$ cat src/rtl/acc_pkg.sv
// Shared types and constants for the product accumulator slice:
// FSM state encoding, default accumulator width and overflow-mode encoding.
package acc_pkg;

    typedef enum logic [1:0] {
        IDLE  = 2'd0,
        ACCUM = 2'd1,
        HOLD  = 2'd2
    } acc_state_e;

    localparam int   ACC_WIDTH_DEF = 40;
    localparam logic SAT_WRAP      = 1'b0;
    localparam logic SAT_CLAMP     = 1'b1;

endpackage

$ cat src/rtl/sat_adder.sv
// Combinational signed adder with overflow detection and optional clamp
// to the signed range of ACC_WIDTH.
module sat_adder
    import acc_pkg::*;
#(
    parameter int ACC_WIDTH = ACC_WIDTH_DEF
) (
    input  logic [ACC_WIDTH-1:0] a,
    input  logic [ACC_WIDTH-1:0] b,
    input  logic                 sat,
    output logic [ACC_WIDTH-1:0] sum,
    output logic                 ovf
);

    logic [ACC_WIDTH:0] full_s;

    // One extra bit keeps the true sign; overflow when it disagrees with the ACC_WIDTH-bit MSB.
    assign full_s = {a[ACC_WIDTH-1], a} + {b[ACC_WIDTH-1], b};
    assign ovf    = full_s[ACC_WIDTH] ^ full_s[ACC_WIDTH-1];

    // Select clamped limit or wrapped sum.
    always_comb begin
        sum = full_s[ACC_WIDTH-1:0];
        if (ovf && (sat == SAT_CLAMP)) begin
            if (full_s[ACC_WIDTH]) begin
                sum = {1'b1, {(ACC_WIDTH-1){1'b0}}};
            end else begin
                sum = {1'b0, {(ACC_WIDTH-1){1'b1}}};
            end
        end else begin
            sum = full_s[ACC_WIDTH-1:0];
        end
    end

endmodule

$ cat src/rtl/product_accumulator.sv
// Sums a group of signed multiplier products terminated by in_last and
// presents the group sum, term count and sticky overflow until accepted.
module product_accumulator
    import acc_pkg::*;
#(
    parameter int   WIDTH     = 16,
    parameter int   ACC_WIDTH = ACC_WIDTH_DEF,
    parameter logic SAT       = SAT_CLAMP
) (
    input  logic                 clk,
    input  logic                 reset,
    input  logic                 clear,
    input  logic                 in_valid,
    output logic                 in_ready,
    input  logic [2*WIDTH-1:0]   in_data,
    input  logic                 in_last,
    output logic                 out_valid,
    input  logic                 out_ready,
    output logic [ACC_WIDTH-1:0] out_data,
    output logic [7:0]           out_count,
    output logic                 out_ovf
);

    localparam int EXT = ACC_WIDTH - 2*WIDTH;

    acc_state_e           state_q, state_d;
    logic [ACC_WIDTH-1:0] acc_q, acc_d;
    logic [7:0]           cnt_q, cnt_d;
    logic                 ovf_q, ovf_d;
    logic                 out_valid_q, out_valid_d;
    logic [ACC_WIDTH-1:0] out_data_q, out_data_d;
    logic [7:0]           out_count_q, out_count_d;
    logic                 out_ovf_q, out_ovf_d;

    logic [ACC_WIDTH-1:0] prod_ext_s;
    logic [ACC_WIDTH-1:0] sum_s;
    logic                 add_ovf_s;
    logic [7:0]           cnt_inc_s;
    logic                 hs_s;

    assign prod_ext_s = {{EXT{in_data[2*WIDTH-1]}}, in_data};
    assign cnt_inc_s  = (cnt_q == 8'hFF) ? 8'hFF : (cnt_q + 8'h01);
    assign in_ready   = (!clear) && (state_q != HOLD);
    assign hs_s       = in_valid && in_ready;

    sat_adder #(
        .ACC_WIDTH(ACC_WIDTH)
    ) u_sat_adder (
        .a  (acc_q),
        .b  (prod_ext_s),
        .sat(SAT),
        .sum(sum_s),
        .ovf(add_ovf_s)
    );

    // Next-state and datapath update; clear overrides everything.
    always_comb begin
        state_d     = state_q;
        acc_d       = acc_q;
        cnt_d       = cnt_q;
        ovf_d       = ovf_q;
        out_valid_d = out_valid_q;
        out_data_d  = out_data_q;
        out_count_d = out_count_q;
        out_ovf_d   = out_ovf_q;
        if (clear) begin
            state_d     = IDLE;
            acc_d       = {ACC_WIDTH{1'b0}};
            cnt_d       = 8'h00;
            ovf_d       = 1'b0;
            out_valid_d = 1'b0;
        end else begin
            case (state_q)
                IDLE, ACCUM: begin
                    if (hs_s && in_last) begin
                        out_data_d  = sum_s;
                        out_count_d = cnt_inc_s;
                        out_ovf_d   = ovf_q | add_ovf_s;
                        acc_d       = {ACC_WIDTH{1'b0}};
                        cnt_d       = 8'h00;
                        ovf_d       = 1'b0;
                        out_valid_d = 1'b1;
                        state_d     = HOLD;
                    end else if (hs_s) begin
                        acc_d   = sum_s;
                        cnt_d   = cnt_inc_s;
                        ovf_d   = ovf_q | add_ovf_s;
                        state_d = ACCUM;
                    end else begin
                        state_d = state_q;
                    end
                end
                HOLD: begin
                    if (out_ready) begin
                        out_valid_d = 1'b0;
                        state_d     = IDLE;
                    end else begin
                        out_valid_d = 1'b1;
                    end
                end
                default: begin
                    state_d     = IDLE;
                    out_valid_d = 1'b0;
                end
            endcase
        end
    end

    // State and output registers with asynchronous reset.
    always_ff @(posedge clk or negedge reset) begin
        if (!reset) begin
            state_q     <= IDLE;
            acc_q       <= {ACC_WIDTH{1'b0}};
            cnt_q       <= 8'h00;
            ovf_q       <= 1'b0;
            out_valid_q <= 1'b0;
            out_data_q  <= {ACC_WIDTH{1'b0}};
            out_count_q <= 8'h00;
            out_ovf_q   <= 1'b0;
        end else begin
            state_q     <= state_d;
            acc_q       <= acc_d;
            cnt_q       <= cnt_d;
            ovf_q       <= ovf_d;
            out_valid_q <= out_valid_d;
            out_data_q  <= out_data_d;
            out_count_q <= out_count_d;
            out_ovf_q   <= out_ovf_d;
        end
    end

    assign out_valid = out_valid_q;
    assign out_data  = out_data_q;
    assign out_count = out_count_q;
    assign out_ovf   = out_ovf_q;

endmodule

$ cat config.mk
export PLATFORM = sky130hd
export DESIGN_NAME = product_accumulator
export DESIGN_NICKNAME = d
export VERILOG_FILES = /design/src/rtl/acc_pkg.sv /design/src/rtl/sat_adder.sv /design/src/rtl/product_accumulator.sv
export SDC_FILE = /design/constraint.sdc
export NUM_CORES = 1
export LEC_CHECK = 0
export BUFFER_PORTS_ARGS = -buffer_cell sky130_fd_sc_hd__buf_2
export CAP_MARGIN = 20
export CORE_MARGIN = 1.5
export CORE_UTILIZATION = 55
export CTS_CLUSTER_DIAMETER = 30
export CTS_CLUSTER_SIZE = 12
export DETAILED_ROUTE_END_ITERATION = 6
export PLACE_DENSITY = 0.85
export SLEW_MARGIN = 10
export SYNTH_ARGS = -nofsm -noshare
export SYNTH_HDL_FRONTEND = slang
export SYNTH_SLANG_ARGS = --single-unit
export TNS_END_PERCENT = 30
$ cat constraint.sdc
create_clock -name clk -period 6.05 [get_ports clk]
set_clock_uncertainty 0.05 [all_clocks]
set_input_delay 0.3025 -clock clk [delete_from_list [all_inputs] [get_ports clk]]
set_output_delay 0.3025 -clock clk [all_outputs]
set_load 0.05 [all_outputs]
; Yosys cells after proc, flatten, opt, wreduce, memory -nomap -nowiden
; Cells that the tools add are included.
[totals]
register_bits = 101
[op_classes]
add_sub_neg = 2
n_mux = 24
eq_ne = 7
n_bitwise = 3
reduce_logical = 11
[op_table]
columns = op, n
row1 = two-way mux 40 bit, 6
row2 = adder 40 x 32 -> 41 bit, 1
row3 = two-way mux 8 bit, 5
row4 = adder 8 x 1 -> 8 bit (second input constant), 1
row5 = equality test 8 bit (second input constant), 1
row6 = two-way mux 2 bit, 4
row7 = two-way mux 1 bit, 7
row8 = != test 3 bit (second input constant), 2
row9 = != test 4 bit (second input constant), 1
row10 = one-hot mux 2 bit (2 select lines), 1
row11 = AND reduction 2 bit, 2
row12 = logical AND 1 bit, 3
row13 = AND reduction 3 bit, 1
row14 = nonzero test 3 bit, 1
row15 = equality test 2 x 1 -> 1 bit (second input constant), 1
row16 = equality test 2 bit (second input constant), 1
row17 = logical NOT 2 bit, 1
row18 = != test 2 bit (second input constant), 1
row19 = one-hot mux 1 bit (2 select lines), 1
row20 = nonzero test 2 bit, 1
row21 = OR reduction 2 bit, 1
row22 = logical NOT 1 bit, 1
row23 = inverter 1 bit, 1
row24 = bitwise OR 1 bit, 1
row25 = XOR 1 bit, 1

; Longest topological paths before layout
[depth]
word_depth = 7
depth_mapped = 12
mapped_depth_nobuf = 11

; Cells and area by module
; A second synthesis with hierarchy kept.
[hier_totals]
hier_cells = 761
hier_area_um2 = 6795.3
[by_module_without_submodules]
columns = module, cells_per_inst, seq_area_each_um2, instances, area_each_um2
row1 = product_accumulator, 378, 2527.4, 1, 4027.6
row2 = sat_adder, 383, 0.0, 1, 2767.7

; Least setup slack after synthesis
; OpenSTA, ideal clock, no wires.
[synth_path]
path_type = register -> register
startpoint = register acc_q[0]
endpoint = register acc_q[9]
arrival_ns = 2.898
synth_period_minus_slack_ns = 3.072
stages_incl_launch_ff = 13
n_path_buf = 1
setup_slack_ns = 2.978
path_cell_list = dfrtp_1 > ha_1 > fa_1 > a211o_1 > a21oi_1 > o311ai_1 > nand3_1 > nand2_1 > a41oi_2 > or2_4 > nor2_1 > buf_2 > a211o_1
[synth_between]
elab_chain_cells = 7
elab_cells_between_ends = 8
classes_between = 1 x add/sub / 6 x mux / 1 x bitwise
[synth_lines]
columns = element, line_no
row1 = "start, declared", product_accumulator.sv:27  ; logic [ACC_WIDTH-1:0] acc_q, acc_d;
row2 = "start signal, assigned", product_accumulator.sv:113  ; acc_q <= {ACC_WIDTH{1'b0}};
row3 = adder 40 x 32 -> 41 bit (*), sat_adder.sv:18  ; assign full_s = {a[ACC_WIDTH-1], a} + {b[ACC_WIDTH-1], b};
row4 = two-way mux 40 bit or XOR 1 bit (tied branches), "sat_adder.sv:25, sat_adder.sv:19"
row5 = two-way mux 40 bit (*), sat_adder.sv:24  ; if (ovf && (sat == SAT_CLAMP)) begin
row6 = two-way mux 40 bit (*), product_accumulator.sv:84  ; end else if (hs_s) begin
row7 = two-way mux 40 bit (*), product_accumulator.sv:75  ; if (hs_s && in_last) begin
row8 = two-way mux 40 bit (*), product_accumulator.sv:73  ; case (state_q)
row9 = two-way mux 40 bit (*), product_accumulator.sv:66  ; if (clear) begin
; Every way passes the cells marked *; elsewhere a longest branch is shown, timed or not. The select of a mux whose other input is x is not followed.
; A chain may end at the register's enable or synchronous reset.

; Final worst setup path
[layout_path]
startpoint = register acc_q[1]
endpoint = register acc_q[3]
; Same word-level chain as after synthesis.

==> impl_metrics.prom <==
# TYPE chip_impl_metric gauge
chip_impl_info{name="run_status",value="finished, violations left"} 1
chip_impl_info{name="failed_checks",value="DRC"} 1
chip_impl_metric{name="antenna_cells_inserted",unit=""} 0
chip_impl_metric{name="intPower",unit="W"} 0.00135
chip_impl_metric{name="dr.pass1.iters",unit=""} 7
chip_impl_metric{name="number_of_unique_standard_cell_types_used_by_synthesis",unit=""} 63
chip_impl_info{name="endpoint_kind",value="register"} 1
chip_impl_info{name="setup.worst_path.start_class",value="register"} 1
chip_impl_metric{name="core.rowCount",unit=""} 39
chip_impl_info{name="criticalPathCategory",value="reg2reg"} 1
chip_impl_info{name="synth_top_family_by_area",value="compound AO/OA/AOI/OAI gates"} 1
chip_impl_info{name="post_synth_main_area_contributors",value="sky130_fd_sc_hd__dfrtp_1 38%, sky130_fd_sc_hd__ha_1 7.8%, sky130_fd_sc_hd__nand2_1 5.4%"} 1
chip_impl_metric{name="power_frac_comb",unit="%"} 41.0
chip_impl_metric{name="layout.nets",unit=""} 896
chip_impl_metric{name="post_drt_via_cell_ratio",unit=""} 6.26
chip_impl_metric{name="post_synth_fa_ha_maj_area_fraction",unit="%"} 10.7
chip_impl_metric{name="number_of_global_route_vias_before_repair",unit=""} 5785
chip_impl_metric{name="final_min_period_over_clock_period",unit="%"} 67.7
chip_impl_info{name="clock_tree_from_tritoncts",value="done"} 1
chip_impl_metric{name="finalPower",unit="W"} 0.00241
chip_impl_metric{name="area_fraction_in_compound_gates_after_synthesis",unit="%"} 26.9
chip_impl_metric{name="powerDensity",unit="mW/mm²"} 325
chip_impl_metric{name="final-hold-violation-count",unit=""} 0
chip_impl_metric{name="drive_above_1_share",unit="%"} 15.0
chip_impl_metric{name="slew_headroom",unit="%"} 39.6
chip_impl_metric{name="floorplan.initialDensity",unit="%"} 56.9
chip_impl_metric{name="slew_violations",unit=""} 0
chip_impl_info{name="cell_chosen_for_the_clock_root",value="sky130_fd_sc_hd__clkbuf_16"} 1
chip_impl_metric{name="synth_seq_cells",unit=""} 101
chip_impl_metric{name="antenna_found_initial",unit=""} 0
chip_impl_metric{name="post_synth_and_or_nand_nor_area_fraction",unit="%"} 15.5
chip_impl_info{name="rsz0062_at_grt",value="no"} 1
chip_impl_metric{name="wirelength",unit="mm"} 17.5
chip_impl_metric{name="yosys-mux-area-fraction",unit="%"} 0.304
chip_impl_metric{name="synth_area",unit="mm²"} 0.00658
chip_impl_metric{name="worst_hold_slack",unit="ns"} 0.140
chip_impl_metric{name="drt_drc_violations_left",unit=""} 6
chip_impl_metric{name="fmax",unit="MHz"} 244
chip_impl_metric{name="leakagePower",unit="nW"} 3.50
chip_impl_metric{name="routedWlPerCell",unit="µm"} 18.1
chip_impl_metric{name="grt_overflow_total",unit=""} 0
chip_impl_metric{name="power.ir.vdd_worst",unit="mV"} 0.206
chip_impl_metric{name="synth_xor_area_share",unit="%"} 5.06
chip_impl_info{name="synth_area_leader_cell",value="sky130_fd_sc_hd__dfrtp_1"} 1
chip_impl_metric{name="area_delta_synth_final",unit="%"} 12.6
chip_impl_metric{name="setup-tns-final",unit="ns"} 0
chip_impl_metric{name="number_of_nets_still_failing_antenna_checks_after_routing",unit=""} 0
chip_impl_metric{name="floorplan.die_area",unit="mm²"} 0.0126
chip_impl_metric{name="dr.first_iter.drc_count",unit=""} 542
chip_impl_metric{name="yosysWarnings",unit=""} 0
chip_impl_metric{name="grt_start_max_net_pins",unit=""} 71
chip_impl_metric{name="core_area",unit="mm²"} 0.0116
chip_impl_metric{name="die_x",unit="µm"} 112
chip_impl_metric{name="synth_sequential_area_ratio",unit="%"} 38.4
chip_impl_metric{name="post-route-min-period",unit="ns"} 4.10
chip_impl_metric{name="power_frac_clock",unit="%"} 23.4
chip_impl_metric{name="cp_data_arrival_time",unit="ns"} 4.26
chip_impl_metric{name="worst_slew_pin_slew",unit="ns"} 0.903
chip_impl_metric{name="switching_share",unit="%"} 43.7
chip_impl_metric{name="post_synth_inst_count",unit=""} 748
chip_impl_metric{name="synth_top_area_share",unit="%"} 38.4
chip_impl_metric{name="cts-root-to-sink-buffers",unit=""} 2
chip_impl_metric{name="netSwitchingPower",unit="W"} 0.00105
chip_impl_metric{name="proportion_of_register_bits_with_asynchronous_set_or_reset_after_synthesis",unit="%"} 100
chip_impl_metric{name="required",unit="ns"} 6.21
chip_impl_metric{name="fin_util",unit="%"} 64.1
chip_impl_metric{name="mappedNetlistNets",unit=""} 828
chip_impl_metric{name="gpl.final_weighted_congestion",unit=""} 1.01
chip_impl_metric{name="vias",unit=""} 6032
chip_impl_metric{name="cap_viol_max_count",unit=""} 0
chip_impl_metric{name="cts_htree_levels",unit=""} 3
chip_impl_metric{name="io_buffers",unit=""} 88
chip_impl_metric{name="ioPinCount",unit=""} 89
chip_impl_metric{name="setup_ws_post_layout",unit="ns"} 1.95
chip_impl_metric{name="track_usage",unit="%"} 28.5
chip_impl_metric{name="clk_pin_slew",unit="ns"} 0.08
chip_impl_metric{name="grt_pass1_wl",unit="mm"} 28.8
chip_impl_metric{name="fp.dieH",unit="µm"} 112
chip_impl_info{name="worstHoldPathType",value="in2reg"} 1
chip_impl_metric{name="cts.sink_count",unit=""} 101
chip_impl_metric{name="syn_area_per_cell",unit="µm²"} 8.80
chip_impl_metric{name="pre_cts_slack",unit="ns"} 2.00
chip_impl_metric{name="post_cts_resized",unit=""} 0
chip_impl_info{name="synthFlopType",value="sky130_fd_sc_hd__dfrtp_1"} 1
chip_impl_metric{name="power.share.sequential",unit="%"} 35.6
chip_impl_metric{name="finalSetupViolations",unit=""} 0
chip_impl_metric{name="insertion_delay",unit="ns"} 0.36
chip_impl_metric{name="critical_path_peak_fanout",unit=""} 21
chip_impl_metric{name="dp_hpwl",unit="mm"} 12.3
chip_impl_metric{name="synth_enable_flop_cells",unit=""} 0
chip_impl_metric{name="cts_buffers",unit=""} 9
layout make-up:
cell class,instances,area (µm²)
Inverter,12,45.0
Tap cell,143,179
Clock inverter,5,42.5
Multi-Input combinational cell,595,3870
Fill cell,982,4160
Sequential cell,101,2530
Clock buffer,11,233
Timing Repair Buffer,97,513
power by group through the flow:
stage               Sequential (W)  Combinational [W]  Clock [W]
global placement          0.000861           0.000965          0
detailed placement        0.000864           0.000979          0
CTS                       0.000854           0.000985   0.000566
floorplan                  0.00116           0.000437          0
finish                    0.000855           0.000987   0.000563
global route              0.000867            0.00106   0.000593
registers in the layout (all words and copies together), names as in the netlist:
name	flops
acc_q	40
cnt_q	8
out_count	8
out_data	40
out_ovf	1
out_valid	1
ovf_q	1
state_q	2
synthesized netlist by cell type, types with 7 or more instances:
| cell | instances |
|---|---|
| sky130_fd_sc_hd__ha_1 | 41 |
| sky130_fd_sc_hd__a22oi_1 | 18 |
| sky130_fd_sc_hd__and3_1 | 8 |
| sky130_fd_sc_hd__nand4_1 | 7 |
| sky130_fd_sc_hd__maj3_1 | 17 |
| sky130_fd_sc_hd__inv_1 | 12 |
| sky130_fd_sc_hd__nor2_1 | 59 |
| sky130_fd_sc_hd__a221o_1 | 10 |
| sky130_fd_sc_hd__a21o_1 | 11 |
| sky130_fd_sc_hd__o21ai_0 | 47 |
| sky130_fd_sc_hd__buf_2 | 12 |
| sky130_fd_sc_hd__nand2_1 | 95 |
| sky130_fd_sc_hd__xnor2_1 | 21 |
| sky130_fd_sc_hd__o21a_1 | 12 |
| sky130_fd_sc_hd__nor3_1 | 11 |
| sky130_fd_sc_hd__o21ai_1 | 51 |
| sky130_fd_sc_hd__and2_1 | 9 |
| sky130_fd_sc_hd__xor2_1 | 17 |
| sky130_fd_sc_hd__a21oi_1 | 52 |
| sky130_fd_sc_hd__a22o_1 | 11 |
| sky130_fd_sc_hd__nand3_1 | 16 |
| sky130_fd_sc_hd__dfrtp_1 | 101 |
| sky130_fd_sc_hd__clkbuf_1 | 27 |
| sky130_fd_sc_hd__a31oi_1 | 10 |
worst max-delay path, stage by stage (launching register included):
cell                       delay, ns
sky130_fd_sc_hd__dfrtp_1        0.42
sky130_fd_sc_hd__ha_1           0.31
sky130_fd_sc_hd__a211oi_1       0.33
sky130_fd_sc_hd__o211ai_1       0.22
sky130_fd_sc_hd__a221oi_4       0.44
sky130_fd_sc_hd__nor3_1         0.15
sky130_fd_sc_hd__o211a_1        0.28
sky130_fd_sc_hd__o221ai_4       0.39
sky130_fd_sc_hd__buf_4          0.33
sky130_fd_sc_hd__nand2_1        0.18
sky130_fd_sc_hd__nand2_1        0.69
sky130_fd_sc_hd__o21ai_0        0.16
cells by family after synthesis:
| group | Yosys count |
|---|---|
| AOI/OAI and AO/OA | 269 |
| DFF | 101 |
| muxes | 2 |
| and+or+nand+nor | 227 |
| adders and majority gates | 59 |
| xor gates and xnor gates | 38 |
| buffers and inverters | 52 |
per-stage QoR:
step,cell area [µm²],instances
floorplan,6580,748
global placement,7120,947
detailed placement,7120,947
CTS,7410,964
global route,7410,964
finish,7410,964
final timing paths:
path	slack, ns	start	cells past startpoint	to
worst max-delay path	1.95	acc_q[1]	11	acc_q[3]
worst min-delay path	0.14	in_last	2	state_q[0]
worst max register to register	1.95	acc_q[1]	11	acc_q[3]
worst min register to register	0.43	out_data[26]	2	out_data[26]
max in group asynchronous	4.35	reset	3	out_data[12]
min in group asynchronous	0.36	reset	2	acc_q[32]
cell usage in the layout (no fill, tap or decap), types with 18 or more instances in the layout:
cell type and n:
sky130_fd_sc_hd__a21oi_1 51, sky130_fd_sc_hd__a22oi_1 18, sky130_fd_sc_hd__buf_2 87, sky130_fd_sc_hd__dfrtp_1 101
sky130_fd_sc_hd__ha_1 41, sky130_fd_sc_hd__nand2_1 95, sky130_fd_sc_hd__nor2_1 59, sky130_fd_sc_hd__o21ai_0 47
sky130_fd_sc_hd__o21ai_1 51, sky130_fd_sc_hd__xnor2_1 21
timing repair:
item | in CTS | in global routing
buffers inserted | 0 | 0
endpoints found under the setup margin | 0 | 0
hold buffers | 1 | 0
endpoints found under the hold margin | 31 | 0
metal layers:
layer  up-vias  part of all wire, %  track usage, %
li1       2873                    -               -
met1      2847                   44            39.2
met2       272                   46            46.8
met3        40                  7.6            4.16
met4         0                  2.4            9.20
met5         -                    0               0
Note: power is estimated with default switching activity, not from simulation.
